**src/rtl/gullfaxi_sink.sv**
```systemverilog
// Receiving end of the Gullfaxi output-port protocol: round-robin grant of whole
// packets that fit in the local FWFT buffer, re-emitted as a valid/ready byte stream.
//
// state  | meaning
// S_IDLE | arbitrate; grant the next eligible port whose packet fits
// S_WAIT | grant issued, waiting for start from the granted port
// S_RECV | capturing one word per cycle until end or length reached
module gullfaxi_sink #(
   parameter int NPORTS   = 3,
   parameter int DEPTH    = 64,
   parameter int LOGDEPTH = 6,
   parameter int TIMEOUT  = 16
) (
   input  logic                  clk,
   input  logic                  reset,
   input  logic [NPORTS-1:0]     R_req,
   input  logic [6*NPORTS-1:0]   R_length,
   input  logic [NPORTS-1:0]     R_start,
   input  logic [8*NPORTS-1:0]   R_data,
   input  logic [NPORTS-1:0]     R_end,
   output logic [NPORTS-1:0]     R_grant,
   output logic                  O_valid,
   output logic [7:0]            O_data,
   output logic                  O_end,
   input  logic                  O_ready,
   output logic                  err_timeout,
   output logic                  err_length
);

   localparam int LW = 6;
   localparam int PW = (NPORTS > 1) ? $clog2(NPORTS) : 1;
   localparam int TW = (TIMEOUT > 1) ? $clog2(TIMEOUT) : 1;
   localparam logic [LOGDEPTH:0] DEPTH_W = (LOGDEPTH+1)'(DEPTH);

   typedef enum logic [1:0] {
      S_IDLE,
      S_WAIT,
      S_RECV
   } state_t;

   state_t            state;
   logic [PW-1:0]     port;
   logic [PW-1:0]     last;
   logic [LW-1:0]     len;
   logic [LW-1:0]     cnt;
   logic [TW-1:0]     to_cnt;

   logic [8:0]            mem [DEPTH];
   logic [LOGDEPTH-1:0]   wr_ptr;
   logic [LOGDEPTH-1:0]   rd_ptr;
   logic [LOGDEPTH:0]     n_elems;
   logic [LOGDEPTH:0]     free;
   logic [8:0]            head;

   logic [LW-1:0]     req_len [NPORTS];
   logic [NPORTS-1:0] elig;
   logic              pick_found;
   logic [PW-1:0]     pick_port;
   logic [LW-1:0]     pick_len;
   logic [NPORTS-1:0] pick_onehot;

   logic              cur_start;
   logic              cur_end;
   logic [7:0]        cur_data;
   logic              at_len;
   logic              word_end;
   logic              len_err;
   logic              push;
   logic              pop;

   assign free = DEPTH_W - n_elems;

   always_comb begin
      req_len = '{default: '0};
      elig    = '0;
      for (int i = 0; i < NPORTS; i++) begin
         req_len[i] = R_length[LW*i +: LW];
         elig[i]    = R_req[i] && (req_len[i] != '0) &&
                      ((LOGDEPTH+1)'(req_len[i]) <= free);
      end
   end

   // Round-robin: ports above last first, then wrap around to those at or below it.
   always_comb begin
      pick_found  = 1'b0;
      pick_port   = '0;
      pick_len    = '0;
      pick_onehot = '0;
      for (int i = 0; i < NPORTS; i++) begin
         if (!pick_found && elig[i] && (PW'(i) > last)) begin
            pick_found = 1'b1;
            pick_port  = PW'(i);
            pick_len   = req_len[i];
         end
      end
      for (int i = 0; i < NPORTS; i++) begin
         if (!pick_found && elig[i] && (PW'(i) <= last)) begin
            pick_found = 1'b1;
            pick_port  = PW'(i);
            pick_len   = req_len[i];
         end
      end
      for (int i = 0; i < NPORTS; i++) begin
         pick_onehot[i] = pick_found && (PW'(i) == pick_port);
      end
   end

   always_comb begin
      cur_start = 1'b0;
      cur_end   = 1'b0;
      cur_data  = '0;
      for (int i = 0; i < NPORTS; i++) begin
         if (PW'(i) == port) begin
            cur_start = R_start[i];
            cur_end   = R_end[i];
            cur_data  = R_data[8*i +: 8];
         end
      end
   end

   // cnt is 0 in WAIT, so one compare covers both word 0 and later words.
   assign at_len   = (cnt == (len - LW'(1)));
   assign word_end = cur_end || at_len;
   assign len_err  = cur_end ^ at_len;
   assign push     = ((state == S_WAIT) && cur_start) || (state == S_RECV);
   assign pop      = O_valid && O_ready;

   always_ff @(posedge clk) begin
      if (!reset) begin
         state       <= S_IDLE;
         port        <= '0;
         last        <= PW'(NPORTS - 1);
         len         <= '0;
         cnt         <= '0;
         to_cnt      <= '0;
         R_grant     <= '0;
         err_timeout <= 1'b0;
         err_length  <= 1'b0;
      end else begin
         R_grant     <= '0;
         err_timeout <= 1'b0;
         err_length  <= 1'b0;
         case (state)
            S_IDLE: begin
               if (pick_found) begin
                  R_grant <= pick_onehot;
                  port    <= pick_port;
                  len     <= pick_len;
                  last    <= pick_port;
                  cnt     <= '0;
                  to_cnt  <= '0;
                  state   <= S_WAIT;
               end
            end
            S_WAIT: begin
               if (cur_start) begin
                  cnt <= LW'(1);
                  if (word_end) begin
                     err_length <= len_err;
                     state      <= S_IDLE;
                  end else begin
                     state <= S_RECV;
                  end
               end else if (to_cnt == TW'(TIMEOUT - 1)) begin
                  err_timeout <= 1'b1;
                  state       <= S_IDLE;
               end else begin
                  to_cnt <= to_cnt + TW'(1);
               end
            end
            S_RECV: begin
               cnt <= cnt + LW'(1);
               if (word_end) begin
                  err_length <= len_err;
                  state      <= S_IDLE;
               end
            end
            default: state <= S_IDLE;
         endcase
      end
   end

   always_ff @(posedge clk) begin
      if (push) begin
         mem[wr_ptr] <= {word_end, cur_data};
      end
   end

   always_ff @(posedge clk) begin
      if (!reset) begin
         wr_ptr  <= '0;
         rd_ptr  <= '0;
         n_elems <= '0;
      end else begin
         if (push) wr_ptr <= wr_ptr + 1'b1;
         if (pop)  rd_ptr <= rd_ptr + 1'b1;
         case ({push, pop})
            2'b10:   n_elems <= n_elems + 1'b1;
            2'b01:   n_elems <= n_elems - 1'b1;
            default: n_elems <= n_elems;
         endcase
      end
   end

   assign head    = mem[rd_ptr];
   assign O_valid = (n_elems != '0);
   assign O_data  = O_valid ? head[7:0] : 8'h00;
   assign O_end   = O_valid && head[8];

endmodule
```
**config.mk**
```make
export PLATFORM = sky130hd
export DESIGN_NAME = gullfaxi_sink
export DESIGN_NICKNAME = d
export VERILOG_FILES = /design/src/rtl/gullfaxi_sink.sv
export SDC_FILE = /design/constraint.sdc
export NUM_CORES = 1
export LEC_CHECK = 0
export CORE_MARGIN = 3
export CORE_UTILIZATION = 56
export CTS_CLUSTER_SIZE = 12
export DETAILED_ROUTE_END_ITERATION = 6
export PLACE_DENSITY = 0.76
export SKIP_CTS_REPAIR_TIMING = 1
export SYNTH_ARGS = -nofsm -noshare
export SYNTH_HDL_FRONTEND = slang
export SYNTH_SLANG_ARGS = --single-unit
```
**constraint.sdc**
```tcl
create_clock -name clk -period 4.2 [get_ports clk]
set_input_delay 1.05 -clock clk [delete_from_list [all_inputs] [get_ports clk]]
set_output_delay 1.05 -clock clk [all_outputs]
set_load 0.02 [all_outputs]
```
### Word level (Yosys, flattened, before mapping)

Memories as Yosys holds them, arrays and structs flattened. A register that Yosys moved wholly into a read port is not among the register bits.
Index checks and enable logic that the tools add are counted.

* reduce and logical (&&, ||, !) cells: 46
* $lt $le $gt $ge: 9
* mux-type cells: 49
* add/subtract/negate cells: 8
* bitwise gates (word level): 3
* eq/ne operators: 16

Operator list (number)
* $mux W6: 10
* $mux W8: 4
* $logic_and A1 B1 Y1: 23
* $le A6 B7 Y1: 3
* $add A6 B1 Y6 const B: 3
* $mux W1: 18
* $mux W2: 9
* $pmux W6 S3: 1
* $reduce_bool A6 Y1: 3
* $pmux W7 S2: 1
* $mux W4: 3
* $ne A2 B2 Y1 const B: 5
* $reduce_and A3 Y1: 3
* $pmux W4 S2: 1
* $add A7 B1 Y7 const B: 1
* $reduce_bool A7 Y1: 1
* $sub A7 B1 Y7 const B: 1
* $sub A7 B7 Y7 const A: 1
* $eq A6 B6 Y1: 1
* $logic_not A2 Y1: 3
* $pmux W2 S3: 1
* $sub A6 B1 Y6 const B: 1
* $logic_not A1 Y1: 5
* $add A4 B1 Y4 const B: 1
* other kinds (19): 28

* memories kept: 1
* bits in registers: 46
* output and inout bits: 15
* memory bits (writable): 576

Memory list
* mem: depth 64, bits a word 9, read ports 1, clocked after Yosys merged registers in 1, wr ports 1, RTL line 48 `logic [8:0] mem [DEPTH];`

### Depth between registers and ports, before layout

* depth after elaboration: 27
* mapped depth: 18

### Worst setup path before layout

No wires, ideal clock.

* kind: in2reg
* start: input R_data[8]
* end: memory mem[0][0] (data pin)
* path buffers: 0
* stages on the path: 2
* slack: -0.155 ns
* data required time: 3.498 ns
* arrival: 3.653 ns
* cell sequence: mux2i_1 o21ai_0

* longest elaborated chain between the ends: 2

Ends and longest elaborated chain
* start: declaration: RTL line 19 `input logic [8*NPORTS-1:0] R_data,`
* $mux W8 (2 in a row): RTL line 113 `if (PW'(i) == port) begin`
* named net cur_data[0]: RTL line 64 `logic [7:0] cur_data;`
* end: declaration: RTL line 48

The timed path passes the listed nets, and every way through them passes these cells.

==> summary.txt <==
Logic synthesis
  • Syn_nets: 1403
  • Yosys warnings: 0
  • Synth Flop Type: edfxtp_1
  • Area share of fa/ha/maj cells after synthesis: 1.578%
  • Combinational family with the most area after synthesis: multiplexers
  • Multiplexer area fraction after synthesis: 17.02%
  • Avg Cell Area, Syn: approximately 20 sq um
  • FFs w/ async S/R, synth: 0%
  • Synthesized flop and latch total: 627
  • Synthesized cell area: ~26000 sq um
  • Count of cell types in the netlist: 71
  • Post-synthesis cell count: 1318
  • Synth Area in Compound Gates: ~2.7%
  • Post-Synth XOR/XNOR Area: 0.9126%
  • Post-synth EDFFs: around 580
  • Register area share after synthesis: 71.07%
  • Post-Synth Simple-Gate Area: ~5.2%

Setup path
  • Critical path, cell by cell: buf_8 > buf_6 > clkbuf_16 > mux4_2 > mux4_2 > mux4_2 > and2_4 > buf_6
  • CP Max Fanout: 7
  • WP data required: 3.15 ns
  • Setup slack, reg-to-reg: around 0.35 ns
  • Max incr delay on CP: around 0.58 ns
  • Crit path kind: reg -> out
  • CP startpoint kind: flop
  • WP data arrival: 3.34 ns
  • Most Frequent Cell on Critical Path: mux4_2
  • Crit. End Element: primary output
  • CP max-delay cell: mux4_2

Floorplan
  • Starting Density: 57.53%
  • Die ar.: 48640 sq um
  • Chip width: 220.5 microns
  • Ports: 69
  • Die height: ~220 microns
  • Area of the core: roughly 45000 sq um
  • # rows: just under 80

Clock tree
  • CTS sink count: 627
  • Clock transition at the registers of the reported paths: 0.06 ns
  • CTS Buf Count: slightly above 60
  • CTS tree: built
  • Clk Latency, worst-skew pair: approximately 0.62 ns
  • Max Root-Sink Buffers: 3
  • Root buf cell: clkbuf_16
  • H-tree depth: 2

Pwr
  • Power per Cell Area: 548.8 nW/um^2
  • Maximum VDD drop: between 0.3 and 0.4 mV
  • Leak pwr: 9.702 nW

Routing
  • Via density: 6.330
  • Vias: 13.70k
  • Routed WL: 59800 microns
  • ANT nets after route: 0
  • DRT iter0 DRCs: roughly 1.4k
  • Drt pass-1 iters: 5
  • DRC: 0
  • Avg WL per Cell: approximately 28 microns

Timing
  • Fin crit period: 4.387 ns
  • Slew Limit Fails: 0
  • Final Hold Viols: 0
  • Tcrit/Tclk final: 104.4%
  • Worst setup margin: -0.1865 ns
  • Unrepaired setup endpoints after global routing: true
  • Slew @ Worst Pin: 1.104 ns
  • Final setup violating endpoints: 9
  • Max Freq: about 0.23 GHz
  • Clk_skew: ~0.024 ns
  • Slew HR: 26.12%

Final layout
  • Final Util: around 68%
  • Number of fill cells: between 2k and 3k
  • Share of layout cells above drive strength 1: 28.96%
  • Design area: just over 30000 sq um
  • Nets@finish: 1611
  • Area Growth Syn to Fin: 17.44%

Placed design
  • Routability Congestion: 0.8656
  • Port Buffers: between 60 and 70
  • Placed instance area: 28060 sq um
  • Dpl hpwl: 35800 microns

GRT
  • First-pass GRT wire length: 88600 microns
  • Tot GR Track Use: 24.96%
  • Total grt overflow: 0
  • Vias in the first global route: 14.10k
  • Antenna violations before repair: 4
  • Largest net degree at the start of global routing: between 60 and 70

Run status
  • Outcome: finished with violations
  • Failing checks: setup timing

Min path
  • Worst Hold Class: reg -> reg

Run
  • Max cap viols: 0
==> where the power goes <==
part           switching (W)  total, W  internal (W)
sequential          0.000117   0.00743       0.00731
clock                0.00221   0.00509       0.00288
combinational        0.00223   0.00409       0.00186
total                0.00456    0.0166        0.0121
==> layout make-up <==
type / instances / area [sq um] / share of cell area [%]
inverter: 20 / 75.07 / 0.2480
tap: 592 / 740.7 / 2.447
sequential: 627 / 18330 / 60.54
antenna: 1 / 2.502 / 0.008267
clock buffer: 100 / 1755 / 5.799
timing repair buffer: 212 / 2122 / 7.011
multi-input combinational: 604 / 7181 / 23.72
clock inverter: 8 / 66.31 / 0.2191
==> cell usage in the layout (no fill, tap or decap), types with 5 or more instances in the layout <==
| cell | Yosys | final |
|---|---|---|
| buf_4 | 1 | 113 |
| mux4_2 | 189 | 189 |
| dfxtp_1 | 51 | 48 |
| nor2b_1 | 13 | 13 |
| and3_1 | 9 | 9 |
| o21a_1 | 6 | 6 |
| buf_12 | 0 | 15 |
| o21ai_0 | 26 | 18 |
| and2_1 | 29 | 23 |
| mux2i_1 | 13 | 13 |
| or4_1 | 5 | 5 |
| ha_1 | 30 | 30 |
| and2_4 | 0 | 6 |
| inv_1 | 20 | 19 |
| a21oi_1 | 12 | 12 |
| xor2_1 | 7 | 7 |
| nand3_1 | 20 | 20 |
| clkbuf_16 | 0 | 68 |
| buf_6 | 4 | 12 |
| nand2_1 | 44 | 44 |
| edfxtp_1 | 576 | 576 |
| nand4_1 | 10 | 10 |
| o21ai_4 | 0 | 8 |
| clkbuf_1 | 38 | 33 |
| xnor2_1 | 18 | 18 |
| clkdlybuf4s50_1 | 0 | 59 |
| nand3b_1 | 5 | 5 |
| nor3_1 | 11 | 11 |
| nor2_1 | 79 | 79 |
==> state kept, by name, indices dropped and copies added, names as in the netlist, named ones only <==
register     count
R_grant          3
cnt              6
rd_ptr           6
mem            576
port             2
err_length       1
err_timeout      1
wr_ptr           6
n_elems          7
state            2
to_cnt           4
len              6
last             1
==> cells in the mapped netlist (5+ instances only) <==
cell type / number / area [sq um]
edfxtp_1: 576 / 17300
mux4_2: 189 / 4257
nor2_1: 79 / 296.5
dfxtp_1: 51 / 1021
nand2_1: 44 / 165.2
clkbuf_1: 38 / 142.6
ha_1: 30 / 375.4
and2_1: 29 / 181.4
o21ai_0: 26 / 130.1
inv_1: 20 / 75.07
nand3_1: 20 / 100.1
xnor2_1: 18 / 157.7
buf_1: 15 / 56.30
mux2i_1: 13 / 130.1
nor2b_1: 13 / 81.33
a21oi_1: 12 / 60.06
nor3_1: 11 / 55.05
nand4_1: 10 / 62.56
and3_1: 9 / 56.30
buf_2: 8 / 40.04
xor2_1: 7 / 61.31
o21a_1: 6 / 45.04
nand3b_1: 5 / 37.54
or4_1: 5 / 37.54
==> kinds of logic (layout without fill, tap and decap cells) <==
group / after synthesis / count (layout)
and+or+nand+nor: 254 / 254
AOI/OAI and AO/OA: 90 / 90
other: 0 / 1
adders and majority gates: 32 / 32
muxes: 202 / 202
xor gates and xnor gates: 26 / 26
buffers and inverters: 87 / 340
DFF: 627 / 627
==> metrics by stage <==
stage,cells,setup TNS (ns),total power [W],hold WS [ns],worst slack [ns]
after global placement,2029,0,0.01126,0.4687,0.09508
after CTS,2137,-5.277,0.01643,0.4863,-0.6064
after global routing,2163,-2.013,0.01719,0.5222,-0.2680
after floorplan,1318,0,0.01003,0.4544,0.4124
after detailed placement,2029,0,0.01139,0.4794,0.07271
final,2164,-1.397,0.01661,0.4838,-0.1865
==> critical path: cells and delay by family (launching register included) <==
kind | cells | cell delay, ns
multiplexers | 3 | 1.60
buffers and inverters | 4 | 0.54
flip-flops | 1 | 0.39
AND/OR/NAND/NOR | 1 | 0.17
==> per-layer routing <==
metal,vias up,track usage [%],wire [microns]
met1,7095,33.97,22590
li1,5805,-,-
met5,-,0,41
met3,120,4.271,5024
met4,6,7.507,1597
met2,673,42.17,30540
==> worst paths after layout <==
check	depth (start not counted)	endpoint	start
max	8	O_data[5]	flop
min reg2reg	2	to_cnt[1]$_SDFFE_PN0P_	to_cnt[1]$_SDFFE_PN0P_
max reg2reg	14	cnt[3]$_SDFFE_PN0P_	n_elems[0]$_SDFFE_PN0P_
min	2	to_cnt[1]$_SDFFE_PN0P_	to_cnt[1]$_SDFFE_PN0P_
Note: power is estimated with default switching activity, not from simulation.
